==> config.mk <==
export PLATFORM = sky130hd
export DESIGN_NAME = vga_rect_fill
export DESIGN_NICKNAME = d
export VERILOG_FILES = /design/src/rtl/vga_rect_fill.sv
export SDC_FILE = /design/constraint.sdc
export NUM_CORES = 1
export LEC_CHECK = 0
export ABC_AREA = 0
export ABC_CLOCK_PERIOD_IN_PS = 3000
export CORE_MARGIN = 8
export CORE_UTILIZATION = 30
export CTS_BUF_LIST = sky130_fd_sc_hd__clkbuf_16
export CTS_CLUSTER_DIAMETER = 30
export DETAILED_ROUTE_END_ITERATION = 6
export PLACE_DENSITY = 0.59
export SLEW_MARGIN = 30
export SYNTH_ARGS = -nofsm -noshare
export SYNTH_HDL_FRONTEND = slang
export SYNTH_SLANG_ARGS = --single-unit
==> constraint.sdc <==
create_clock -name clk_i -period 3 [get_ports clk_i]
set_input_delay 0.6 -clock clk_i [delete_from_list [all_inputs] [get_ports clk_i]]
set_output_delay 0.6 -clock clk_i [all_outputs]
set_load 0.01 [all_outputs]
==> src/rtl/vga_rect_fill.sv <==
// vga_rect_fill: rectangle-fill pixel-write generator for the VGA frame buffer.
// Accepts a fill command (inclusive corners + 2-bit colour) over valid/ready,
// clips it to the active area and walks it in raster order, issuing one
// pixel write per frame-buffer grant.
//
// Ports:
//   clk_i        single clock (frame-buffer write domain)
//   arstn_i      asynchronous active-low reset, synchronous release
//   cmd_valid_i  command valid
//   cmd_ready_o  block can accept a command (IDLE only)
//   cmd_x0_i/y0_i, cmd_x1_i/y1_i  inclusive corners
//   cmd_color_i  0 black, 1 white, 2 blue, 3 green
//   abort_i      terminate the current fill (FILL only)
//   we_o         pixel write request
//   wr_gnt_i     write accepted by the frame buffer
//   addr_x_o/addr_y_o/color_o  pixel being written
//   busy_o       not IDLE
//   done_o       one-cycle pulse at the end of every accepted command
//   aborted_o    last command was ended by abort
//   pix_cnt_o    writes granted for the current/last command
module vga_rect_fill #(
  parameter int unsigned COORD_W  = 11,
  parameter int unsigned H_ACTIVE = 1280,
  parameter int unsigned V_ACTIVE = 1024,
  parameter int unsigned CNT_W    = 22
) (
  input  logic               clk_i,
  input  logic               arstn_i,
  input  logic               cmd_valid_i,
  output logic               cmd_ready_o,
  input  logic [COORD_W-1:0] cmd_x0_i,
  input  logic [COORD_W-1:0] cmd_y0_i,
  input  logic [COORD_W-1:0] cmd_x1_i,
  input  logic [COORD_W-1:0] cmd_y1_i,
  input  logic [1:0]         cmd_color_i,
  input  logic               abort_i,
  output logic               we_o,
  input  logic               wr_gnt_i,
  output logic [COORD_W-1:0] addr_x_o,
  output logic [COORD_W-1:0] addr_y_o,
  output logic [1:0]         color_o,
  output logic               busy_o,
  output logic               done_o,
  output logic               aborted_o,
  output logic [CNT_W-1:0]   pix_cnt_o
);

  localparam logic [1:0] ST_IDLE = 2'd0;
  localparam logic [1:0] ST_FILL = 2'd1;
  localparam logic [1:0] ST_DONE = 2'd2;

  localparam logic [COORD_W-1:0] X_LAST = COORD_W'(H_ACTIVE - 1);
  localparam logic [COORD_W-1:0] Y_LAST = COORD_W'(V_ACTIVE - 1);

  logic [1:0]         state_q,   state_d;
  logic [COORD_W-1:0] x_q,       x_d;
  logic [COORD_W-1:0] y_q,       y_d;
  logic [COORD_W-1:0] x0_q,      x0_d;
  logic [COORD_W-1:0] xe_q,      xe_d;
  logic [COORD_W-1:0] ye_q,      ye_d;
  logic [1:0]         color_q,   color_d;
  logic [CNT_W-1:0]   cnt_q,     cnt_d;
  logic               aborted_q, aborted_d;

  // Clipped inclusive end corner of the incoming command.
  logic [COORD_W-1:0] xe_clip;
  logic [COORD_W-1:0] ye_clip;
  logic               cmd_empty;

  assign xe_clip   = (cmd_x1_i > X_LAST) ? X_LAST : cmd_x1_i;
  assign ye_clip   = (cmd_y1_i > Y_LAST) ? Y_LAST : cmd_y1_i;
  // Also covers x0/y0 lying entirely outside the active area.
  assign cmd_empty = (cmd_x0_i > xe_clip) || (cmd_y0_i > ye_clip);

  // State and datapath registers.
  always_ff @(posedge clk_i or negedge arstn_i) begin
    if (!arstn_i) begin
      state_q   <= ST_IDLE;
      x_q       <= '0;
      y_q       <= '0;
      x0_q      <= '0;
      xe_q      <= '0;
      ye_q      <= '0;
      color_q   <= '0;
      cnt_q     <= '0;
      aborted_q <= 1'b0;
    end else begin
      state_q   <= state_d;
      x_q       <= x_d;
      y_q       <= y_d;
      x0_q      <= x0_d;
      xe_q      <= xe_d;
      ye_q      <= ye_d;
      color_q   <= color_d;
      cnt_q     <= cnt_d;
      aborted_q <= aborted_d;
    end
  end

  // Next-state and datapath update.
  always_comb begin
    state_d   = state_q;
    x_d       = x_q;
    y_d       = y_q;
    x0_d      = x0_q;
    xe_d      = xe_q;
    ye_d      = ye_q;
    color_d   = color_q;
    cnt_d     = cnt_q;
    aborted_d = aborted_q;

    case (state_q)
      ST_IDLE: begin
        if (cmd_valid_i) begin
          color_d   = cmd_color_i;
          x0_d      = cmd_x0_i;
          xe_d      = xe_clip;
          ye_d      = ye_clip;
          cnt_d     = '0;
          aborted_d = 1'b0;
          if (cmd_empty) begin
            state_d = ST_DONE;
          end else begin
            x_d     = cmd_x0_i;
            y_d     = cmd_y0_i;
            state_d = ST_FILL;
          end
        end
      end

      ST_FILL: begin
        if (wr_gnt_i) begin
          if (cnt_q != '1) begin
            cnt_d = cnt_q + CNT_W'(1);
          end
          if ((x_q == xe_q) && (y_q == ye_q)) begin
            state_d = ST_DONE;
          end else if (x_q == xe_q) begin
            x_d = x0_q;
            y_d = y_q + COORD_W'(1);
          end else begin
            x_d = x_q + COORD_W'(1);
          end
        end
        // A grant in the abort cycle still counts and is the final write.
        if (abort_i) begin
          state_d   = ST_DONE;
          aborted_d = 1'b1;
        end
      end

      ST_DONE: begin
        state_d = ST_IDLE;
      end

      default: begin
        state_d = ST_IDLE;
      end
    endcase
  end

  // Status and handshake decode straight from the state register.
  assign cmd_ready_o = (state_q == ST_IDLE);
  assign we_o        = (state_q == ST_FILL);
  assign done_o      = (state_q == ST_DONE);
  assign busy_o      = (state_q != ST_IDLE);

  assign addr_x_o  = x_q;
  assign addr_y_o  = y_q;
  assign color_o   = color_q;
  assign pix_cnt_o = cnt_q;
  assign aborted_o = aborted_q;

endmodule
==> run metrics <==
nets@finish=758; vias in the first global route=4,648; Num CTS Buffers=9; RR Endpoint=addr_y_o[10]; GRT Util Overall=14.94%; share of cells above drive strength 1=21.64%; Data arrival, critical path=3.16 ns; I/O pins=102; Clock Sinks=82; Worst Clk Skew=0.01035 ns; Distinct cells, synth=50; Slew headroom=64.70%; antenna violations before repair=1; clock root cell=clkbuf_16; Worst IR Drop VDD=0.3206 mV; Final ANT Viol Nets=0; Placed Area=0.006576 mm²; Avg Inst Size Synth=9.320 µm²; Worst-Margin Slew=0.5247 ns; Final period util=98.00%; die height=145.2 µm; Final Critical Period=2.940 ns; commonest cells in the netlist=nand2_1, dfrtp_1, nor2_1; First-pass DRT Iterations=4; r2r setup slk=0.47 ns; Mapped Nets=613; Mapped Cells=537; slowest CP cell=clkdlybuf4s50_1; Initial DRC Count=244; Synth area leader=dfrtp_1; htree depth=3; Critical Path Most Common Cell=buf_6; Slew Limit Fails=0; worst skew pair latency=0.34 ns; Core Footprint=0.01647 mm²; port bufs=101; CP startpoint kind=input port; Syn. warnings=0; worst path cell trace=clkdlybuf4s50_1, ha_4, nand4_1, a211oi_2, a2111oi_4, buf_4, buf_6, o32ai_4, nor3_4, buf_6, buf_12, mux2_4; ant diodes=0; Die Area=0.02107 mm²; Max FO, Critical Path=6; crit end category=register; Final Wtd Congestion=0.8404; Mapped Area=0.005005 mm²; cells on worst reg2reg path=8; max frequency=340.1 MHz; FF-to-FF Start=addr_x_o[0]; largest net degree at the start of global routing=56; std cell rows=47; status=complete, no violations; Synth area leaders=dfrtp_1, nand2_1, ha_1, xor2_1, mux2_4; CTS clk-pin slew, worst paths=0.06 ns; hold buffers post-CTS=0; initial core utilization=30.40%; DR vias=4,429; Longest Clk Path Bufs=2; setup TNS=0 ns; Via density=4.899; Seq/Total Area, Yosys=41.00%; top_reg_cell synth=dfrtp_1; hpwl dp=11,050 µm; final-report hold violation count=0; GRT overflow=0; post-synthesis register bit count=82; Lkg Pwr=3.302 nW; Worst path max stage delay=0.50 ns; P per Cell Area=736.8 mW/mm²; FFs w/ async S/R, synth=100.0%; # DRC=0; TritonCTS clock tree=done; top cell type's share of synthesized area=41.00%; final number of setup-violating endpoints=0; RSZ-0062 raised after global routing=yes; Filler cells=1,580; routed wire length=15,670 µm; Crit Path Class=in -> reg; die width=145.2 µm; Final Power=0.005409 W; count leader, synth=nand2_1; Post-synth EDFFs=0; Final Instance Area=0.007341 mm²; hold crit path type=in -> async; first-pass GRT wire length=25,370 µm; wire length per cell=17.34 µm; Max-Cap Viols=0; area delta synth->final=46.67%; Required @ worst endpoint=3.22 ns
area by class of cell:
cell class / instances / area (µm²) / share of cell area, %
Clock buffer: 9 / 225.2 / 3.068
Clock inverter: 4 / 46.29 / 0.6306
Tap cell: 220 / 275.3 / 3.750
Multi-Input combinational cell: 423 / 3143 / 42.82
Timing Repair Buffer: 159 / 1573 / 21.42
Inverter: 7 / 26.28 / 0.3579
Sequential cell: 82 / 2052 / 27.95
state kept, by name, indices dropped and copies added, names as in the netlist:
| name | flops |
|---|---|
| addr_y_o | 11 |
| addr_x_o | 11 |
| state_q | 2 |
| pix_cnt_o | 22 |
| aborted_o | 1 |
| ye_q | 11 |
| x0_q | 11 |
| color_o | 2 |
| xe_q | 11 |
cells in the final DEF, fill, tap and decap left out, types with 3 or more instances in the layout:
| cell type | n |
|---|---|
| nor3_1 | 7 |
| and4_1 | 4 |
| buf_12 | 5 |
| dlymetal6s2s_1 | 9 |
| inv_2 | 3 |
| ha_4 | 9 |
| and3_1 | 12 |
| or3_1 | 3 |
| nor3_4 | 3 |
| o21ai_1 | 18 |
| nand3_1 | 25 |
| o21ai_0 | 30 |
| clkdlybuf4s50_1 | 87 |
| nor2_1 | 30 |
| mux2_4 | 20 |
| mux2i_1 | 12 |
| dfrtp_1 | 82 |
| inv_1 | 4 |
| nand2_1 | 91 |
| buf_6 | 5 |
| nor2_4 | 12 |
| nor2_2 | 5 |
| nand2_2 | 3 |
| clkbuf_16 | 9 |
| ha_1 | 16 |
| a21oi_2 | 5 |
| a211oi_2 | 3 |
| a211oi_1 | 3 |
| nor4_1 | 3 |
| nand4_1 | 18 |
| xor2_1 | 33 |
| xnor2_1 | 22 |
| buf_4 | 47 |
| a21oi_1 | 5 |
power by group:
part	internal (W)	switching [W]	leakage, nW
clock	0.000626	0.000427	0.131
combinational	0.00132	0.00105	2.14
sequential	0.00149	0.000491	1.03
total	0.00344	0.00197	3.30
kinds of logic after synthesis:
logic type               Yosys count  share of synthesized area (%)
AO/OA/AOI/OAI                     77                          9.250
XOR/XNOR                          56                          9.950
adder cells (fa/ha/maj)           25                          6.250
buffers and inverters             32                          2.975
flip-flops                        82                          41.00
multiplexers                      35                          9.000
other                              1                        0.07493
AND/OR/NAND/NOR                  229                          21.50
per-layer routing:
layer	GRT usage [%]	share of wire [%]
met5	0	0.064
met4	5.622	1.9
met3	3.514	5.4
met2	23.79	47
met1	19.33	46
worst max-delay path: cells and delay by family:
kind            cells  cell delay, ns
compound gates      3            0.70
mux                 1            0.29
fa+ha+maj           1            0.31
simple gates        2            0.23
buf+inv             5            1.02
how the worst max path moves through the flow:
stage / startpoint / to / cells after the start
after floorplan: cmd_x1_i[10] / addr_x_o[0] / 11
after global placement: cmd_x1_i[9] / addr_x_o[10] / 14
after detailed placement: cmd_x1_i[8] / addr_x_o[10] / 14
after CTS: cmd_x1_i[8] / addr_y_o[3] / 15
after global routing: cmd_x1_i[6] / addr_x_o[10] / 12
final: cmd_x0_i[8] / addr_y_o[10] / 12
metrics by stage:
stage / hold WS, ns / utilization, % / worst slack, ns / std cells
2_1_floorplan: 0.3044 / - / 0.004846 / 537
3_3_place_gp: 0.4565 / 39.94 / -0.6022 / 879
3_5_place_dp: 0.4626 / 39.94 / -0.6914 / 879
4_1_cts: 0.2603 / 43.65 / -0.06880 / 901
5_1_grt: 0.2828 / 44.58 / -0.03678 / 904
6_report: 0.2353 / 44.58 / 0.06000 / 904
what timing repair did:
action	CTS	global route
pin swaps	19	12
setup buffers	7	4
endpoints found under the setup margin	22	22
resized for setup	54	36
gates cloned	3	0
Note: power is estimated with default switching activity, not from simulation.
